$ cat src/rtl/muldiv_sequencer.sv
// ---------------------------------------------------------------------------
// muldiv_sequencer
//   Multi-cycle controller and iterative datapath for the type A
//   multiply/divide instructions. Operands are signed; the core works on
//   magnitudes (shift-add multiply, restoring divide) and applies the sign
//   correction in a final FIXUP cycle. The double-width result feeds the
//   dual register write: low half to rd, high half to hi/remainder.
//
// Ports
//   clk          system clock, all state on the rising edge
//   rst          synchronous active-high reset
//   start_i      request a new operation (honoured in IDLE or DONE only)
//   isDiv_i      0 = multiply, 1 = divide (sampled with start_i)
//   opA_i        signed multiplicand / dividend (sampled with start_i)
//   opB_i        signed multiplier / divisor (sampled with start_i)
//   flush_i      abandon an in-flight operation (branch/jump squash)
//   stall_o      freeze upstream pipeline stages
//   done_o       one-cycle pulse, result valid / dual write-back enable
//   resultLo_o   product low half or quotient
//   resultHi_o   product high half or remainder
//   divByZero_o  divide with a zero divisor, valid with done_o
// ---------------------------------------------------------------------------
module muldiv_sequencer #(
  parameter int WIDTH = 16
) (
  input  logic             clk,
  input  logic             rst,
  input  logic             start_i,
  input  logic             isDiv_i,
  input  logic [WIDTH-1:0] opA_i,
  input  logic [WIDTH-1:0] opB_i,
  input  logic             flush_i,
  output logic             stall_o,
  output logic             done_o,
  output logic [WIDTH-1:0] resultLo_o,
  output logic [WIDTH-1:0] resultHi_o,
  output logic             divByZero_o
);

  localparam int CW = (WIDTH > 1) ? $clog2(WIDTH) : 1;

  typedef enum logic [1:0] {IDLE, RUN, FIXUP, DONE} state_e;

  state_e state_q, state_d;

  logic [CW-1:0]    count_q, count_d;
  logic [WIDTH-1:0] hi_q, hi_d;
  logic [WIDTH-1:0] lo_q, lo_d;
  logic [WIDTH-1:0] opMag_q, opMag_d;
  logic             isDiv_q, isDiv_d;
  logic             negLo_q, negLo_d;
  logic             negHi_q, negHi_d;
  logic             divZero_q, divZero_d;
  logic [WIDTH-1:0] resLo_q, resLo_d;
  logic [WIDTH-1:0] resHi_q, resHi_d;
  logic             resDbz_q, resDbz_d;

  logic             accept;
  logic [WIDTH-1:0] magA, magB;
  logic [WIDTH:0]   mulSum;
  logic [WIDTH:0]   divShift;
  logic             divTake;
  logic [2*WIDTH-1:0] prodNeg;
  logic [WIDTH-1:0] quoNeg, remNeg;

  assign accept = start_i && ((state_q == IDLE) || (state_q == DONE));

  assign magA = opA_i[WIDTH-1] ? -opA_i : opA_i;
  assign magB = opB_i[WIDTH-1] ? -opB_i : opB_i;

  // hi/lo double as {accumulator, multiplier} for multiply and as
  // {partial remainder, dividend/quotient} for divide.
  assign mulSum   = {1'b0, hi_q} + (lo_q[0] ? {1'b0, opMag_q} : '0);
  assign divShift = {hi_q, lo_q[WIDTH-1]};
  assign divTake  = (divShift >= {1'b0, opMag_q});

  assign prodNeg = -{hi_q, lo_q};
  assign quoNeg  = -lo_q;
  assign remNeg  = -hi_q;

  // State register
  always_ff @(posedge clk) begin
    if (rst) state_q <= IDLE;
    else     state_q <= state_d;
  end

  // Next-state logic; flush outranks the RUN->FIXUP exit, start outranks
  // flush in IDLE/DONE.
  always_comb begin
    state_d = state_q;
    unique case (state_q)
      IDLE:  if (accept) state_d = RUN;
      RUN: begin
        if (flush_i)             state_d = IDLE;
        else if (count_q == '0)  state_d = FIXUP;
      end
      FIXUP: state_d = flush_i ? IDLE : DONE;
      DONE:  state_d = accept ? RUN : IDLE;
      default: state_d = IDLE;
    endcase
  end

  // Outputs; stall rises combinationally in the cycle start is accepted.
  always_comb begin
    stall_o = (state_q == RUN) || (state_q == FIXUP) || accept;
    done_o  = (state_q == DONE);
  end

  // Datapath next-state
  always_comb begin
    count_d   = count_q;
    hi_d      = hi_q;
    lo_d      = lo_q;
    opMag_d   = opMag_q;
    isDiv_d   = isDiv_q;
    negLo_d   = negLo_q;
    negHi_d   = negHi_q;
    divZero_d = divZero_q;
    resLo_d   = resLo_q;
    resHi_d   = resHi_q;
    resDbz_d  = resDbz_q;
    if (accept) begin
      isDiv_d   = isDiv_i;
      count_d   = CW'(WIDTH - 1);
      hi_d      = '0;
      negLo_d   = opA_i[WIDTH-1] ^ opB_i[WIDTH-1];
      negHi_d   = opA_i[WIDTH-1];
      divZero_d = isDiv_i && (opB_i == '0);
      if (isDiv_i) begin
        lo_d    = magA;
        opMag_d = magB;
      end else begin
        lo_d    = magB;
        opMag_d = magA;
      end
    end else if ((state_q == RUN) && !flush_i) begin
      count_d = count_q - 1'b1;
      if (isDiv_q) begin
        hi_d = divTake ? WIDTH'(divShift - {1'b0, opMag_q}) : divShift[WIDTH-1:0];
        lo_d = {lo_q[WIDTH-2:0], divTake};
      end else begin
        hi_d = mulSum[WIDTH:1];
        lo_d = {mulSum[0], lo_q[WIDTH-1:1]};
      end
    end else if ((state_q == FIXUP) && !flush_i) begin
      resDbz_d = divZero_q;
      if (isDiv_q) begin
        // A zero divisor leaves the remainder equal to |dividend|, so the
        // remainder sign fix restores the original dividend on its own.
        resLo_d = divZero_q ? '1 : (negLo_q ? quoNeg : lo_q);
        resHi_d = negHi_q ? remNeg : hi_q;
      end else begin
        {resHi_d, resLo_d} = negLo_q ? prodNeg : {hi_q, lo_q};
      end
    end
  end

  // Datapath registers
  always_ff @(posedge clk) begin
    if (rst) begin
      count_q   <= '0;
      hi_q      <= '0;
      lo_q      <= '0;
      opMag_q   <= '0;
      isDiv_q   <= 1'b0;
      negLo_q   <= 1'b0;
      negHi_q   <= 1'b0;
      divZero_q <= 1'b0;
      resLo_q   <= '0;
      resHi_q   <= '0;
      resDbz_q  <= 1'b0;
    end else begin
      count_q   <= count_d;
      hi_q      <= hi_d;
      lo_q      <= lo_d;
      opMag_q   <= opMag_d;
      isDiv_q   <= isDiv_d;
      negLo_q   <= negLo_d;
      negHi_q   <= negHi_d;
      divZero_q <= divZero_d;
      resLo_q   <= resLo_d;
      resHi_q   <= resHi_d;
      resDbz_q  <= resDbz_d;
    end
  end

  assign resultLo_o  = resLo_q;
  assign resultHi_o  = resHi_q;
  assign divByZero_o = resDbz_q;

endmodule

$ cat config.mk
export PLATFORM = sky130hd
export DESIGN_NAME = muldiv_sequencer
export DESIGN_NICKNAME = d
export VERILOG_FILES = /design/src/rtl/muldiv_sequencer.sv
export SDC_FILE = /design/constraint.sdc
export NUM_CORES = 1
export LEC_CHECK = 0
export BUFFER_PORTS_ARGS = -buffer_cell sky130_fd_sc_hd__buf_2
export CORE_MARGIN = 8
export CORE_UTILIZATION = 61
export DETAILED_ROUTE_END_ITERATION = 7
export PLACE_DENSITY = 0.84
export SLEW_MARGIN = 5
export SYNTH_ARGS = -nofsm -noshare
export SYNTH_HDL_FRONTEND = slang
export SYNTH_SLANG_ARGS = --single-unit
$ cat constraint.sdc
create_clock -name clk -period 4.18 [get_ports clk]
set_clock_uncertainty 0.05 [all_clocks]
set_input_delay 0.836 -clock clk [delete_from_list [all_inputs] [get_ports clk]]
set_output_delay 0.836 -clock clk [all_outputs]
set_load 0.01 [all_outputs]
==> results.ini <==
[timing]
slew_viol_final=0
tightestPinTransition_ns=1.22
setup_violations=0
layout_setup_ws_ns=0.945
hold_viol_final=0
whs_ns=0.398
finalSetupTns_ns=0
fmax_mhz=309
finalCritPeriodShare_pct=77.4
post-route-min-period_ns=3.24
rsz0062_at_grt=false
slew-limit-headroom_pct=18.6

[grt]
antenna_found_initial=0
grtUsageTotal_pct=24.1
grt_max_degree=74
grt_first_pass_wirelength_mm=31.8
globalRoute.totalOverflow=0
grt_pass1_vias=6389

[placement]
placed_cells=1141
post_dp_cell_area_sq_um=7650
place.gp.congestion=0.979
port-buffer-count=71
pre_cts_ws_ns=0.965
dpl.hpwl_mm=14.6

[finish]
antenna_cells=0
finalInstanceArea_sq_um=7980
drive_gt1_share_pct=11.8
area_growth_syn_to_layout_pct=9.74
nets=1086
utilization_pct=67.6
instances_no_fill=1157

[floorplanning]
core_area_sq_um=11800
io_pins=72
die_area_sq_um=15700
die-height_microns=125
dieWidth_microns=125
start_util_pct=61.6
num_rows=40

[clock_tree]
htree_levels=3
cts_root_buf=clkbuf_16
postCtsHoldBufs=0
cts_resized=0
cts_tree=built
insertion_delay_ns=0.35
clock_sinks=91
cts_buffer_depth=2
cts_buffers=9
cts_setup_buffers=0
cts.reportedPaths.clkPinSlew_ns=0.07

[min_path]
hold_class=reg2reg

[yosys]
synth_area_sq_um=7270
synth_top_area_cell=dfxtp_1
syn_inst=976
synthTopCellsByArea=dfxtp_1 25%, ha_1 7.2%, a21oi_1 5.9%
synthArstFlopShare_pct=0
synth_nets=1057
synth_top_cell_area_share_pct=25.0
synth.ff_latch_count=91
synth_edf_count=0
netlist-cell-type-count=71
ys_warn_count=0
seq_area_frac_synth_pct=25.0
syn_avg_cell_area_sq_um=7.45
synthFlopType=dfxtp_1

[route]
dr.pass1.iters=5
wl_mm=19.7
vias=7176
drc=0
via_per_inst=6.20
postRouteAntennaNets=0
first_iter_violations=699
wl_per_cell_microns=17.0

[power]
ir_worst_vdd_mv=0.243
powerDensity_nw_per_um2=459
power.leakage_nw=3.37
post-layout-total-power_mw=3.67

[setup_path]
critPathArrivalTime_ns=3.45
crit_required_ns=4.39
cp_max_fo=18
worstSetupStartpointType=register
critPathKind=reg2reg
end_kind=register

[run]
maxCapViolCount=0

[status]
outcome=complete, no violations

## sequential cells by signal (all words and copies together), names as in the netlist
signal	flops
count_q	4
negLo_q	1
resultHi_o	16
hi_q	16
divZero_q	1
opMag_q	16
resultLo_o	16
state_q	2
isDiv_q	1
lo_q	16
divByZero_o	1
negHi_q	1
## routing by layer
metal  GRT usage, %  vias to the layer above  share of wire (%)
li1               -                     3584                  -
met1           33.0                     3245                 45
met2           37.6                      310                 44
met3           4.67                       37                9.1
met4           7.23                        0                2.1
met5              0                        -                  0
## worst paths after layout
| check | from | end | slack (ns) | cells after the start |
|---|---|---|---|---|
| setup / recovery | lo_q[0]$_SDFFE_PP0P_ | hi_q[14]$_SDFFE_PP0P_ | 0.94 | 11 |
| hold / removal | resultHi_o[4]$_SDFFE_PP0P_ | resultHi_o[4]$_SDFFE_PP0P_ | 0.40 | 2 |
| setup reg to reg | lo_q[0]$_SDFFE_PP0P_ | hi_q[14]$_SDFFE_PP0P_ | 0.94 | 11 |
| hold reg to reg | resultHi_o[4]$_SDFFE_PP0P_ | resultHi_o[4]$_SDFFE_PP0P_ | 0.40 | 2 |
## synth_stat cells, types with 18 or more instances
library cell / instances
mux2i_1: 28
nand3_1: 33
nor3_1: 22
a21oi_1: 86
o211ai_1: 23
inv_1: 34
dfxtp_1: 91
o31ai_1: 18
ha_1: 42
o21ai_0: 57
nor2_1: 114
xor2_1: 41
clkbuf_1: 45
a211oi_1: 40
nand2_1: 92
xnor2_1: 31
## final cells by class
| cell class | count | area [sq um] |
|---|---|---|
| Clock buffer | 10 | 239 |
| Clock inverter | 6 | 93.8 |
| Fill cell | 1006 | 3830 |
| Inverter | 36 | 135 |
| Multi-Input combinational cell | 786 | 5080 |
| Sequential cell | 91 | 1820 |
| Tap cell | 147 | 184 |
| Timing Repair Buffer | 81 | 430 |
## layout by cell type, fill, tap and decap left out, types with 10 or more instances in the layout
master      n
o31ai_1    18
nor2_1    114
nand2b_1   13
mux2i_1    28
o211ai_1   23
o21ai_0    57
dfxtp_1    90
buf_4      10
buf_2      71
nand2_1    92
nand3_1    33
xor2_1     41
a21o_1     11
xnor2_1    31
nor3_1     21
a211oi_1   40
inv_1      34
ha_1       42
a21oi_1    86
or3_1      13
## power by group
group	internal, mW	switching (mW)
combinational	0.624	1.03
sequential	0.959	0.137
clock	0.548	0.371
total	2.13	1.53
## critical path, stage by stage, from the launching register on
cell	delay, ns
dfxtp_1	0.38
clkinv_1	0.07
buf_4	0.20
nor2_1	0.11
ha_1	0.28
a21o_1	0.20
a211oi_1	0.39
o21ai_0	0.25
or3_1	0.39
o31ai_1	0.24
mux2_2	0.36
o31ai_1	0.23
## kinds of logic after synthesis
logic type	after synthesis	share of synthesized area, %
adder cells (fa/ha/maj)	44	7.77
multiplexers	29	4.01
buffers and inverters	99	5.37
XOR/XNOR	72	8.67
flip-flops	91	25.0
AO/OA/AOI/OAI	294	26.1
AND/OR/NAND/NOR	347	23.0
Power figures use the tool's default switching activity.
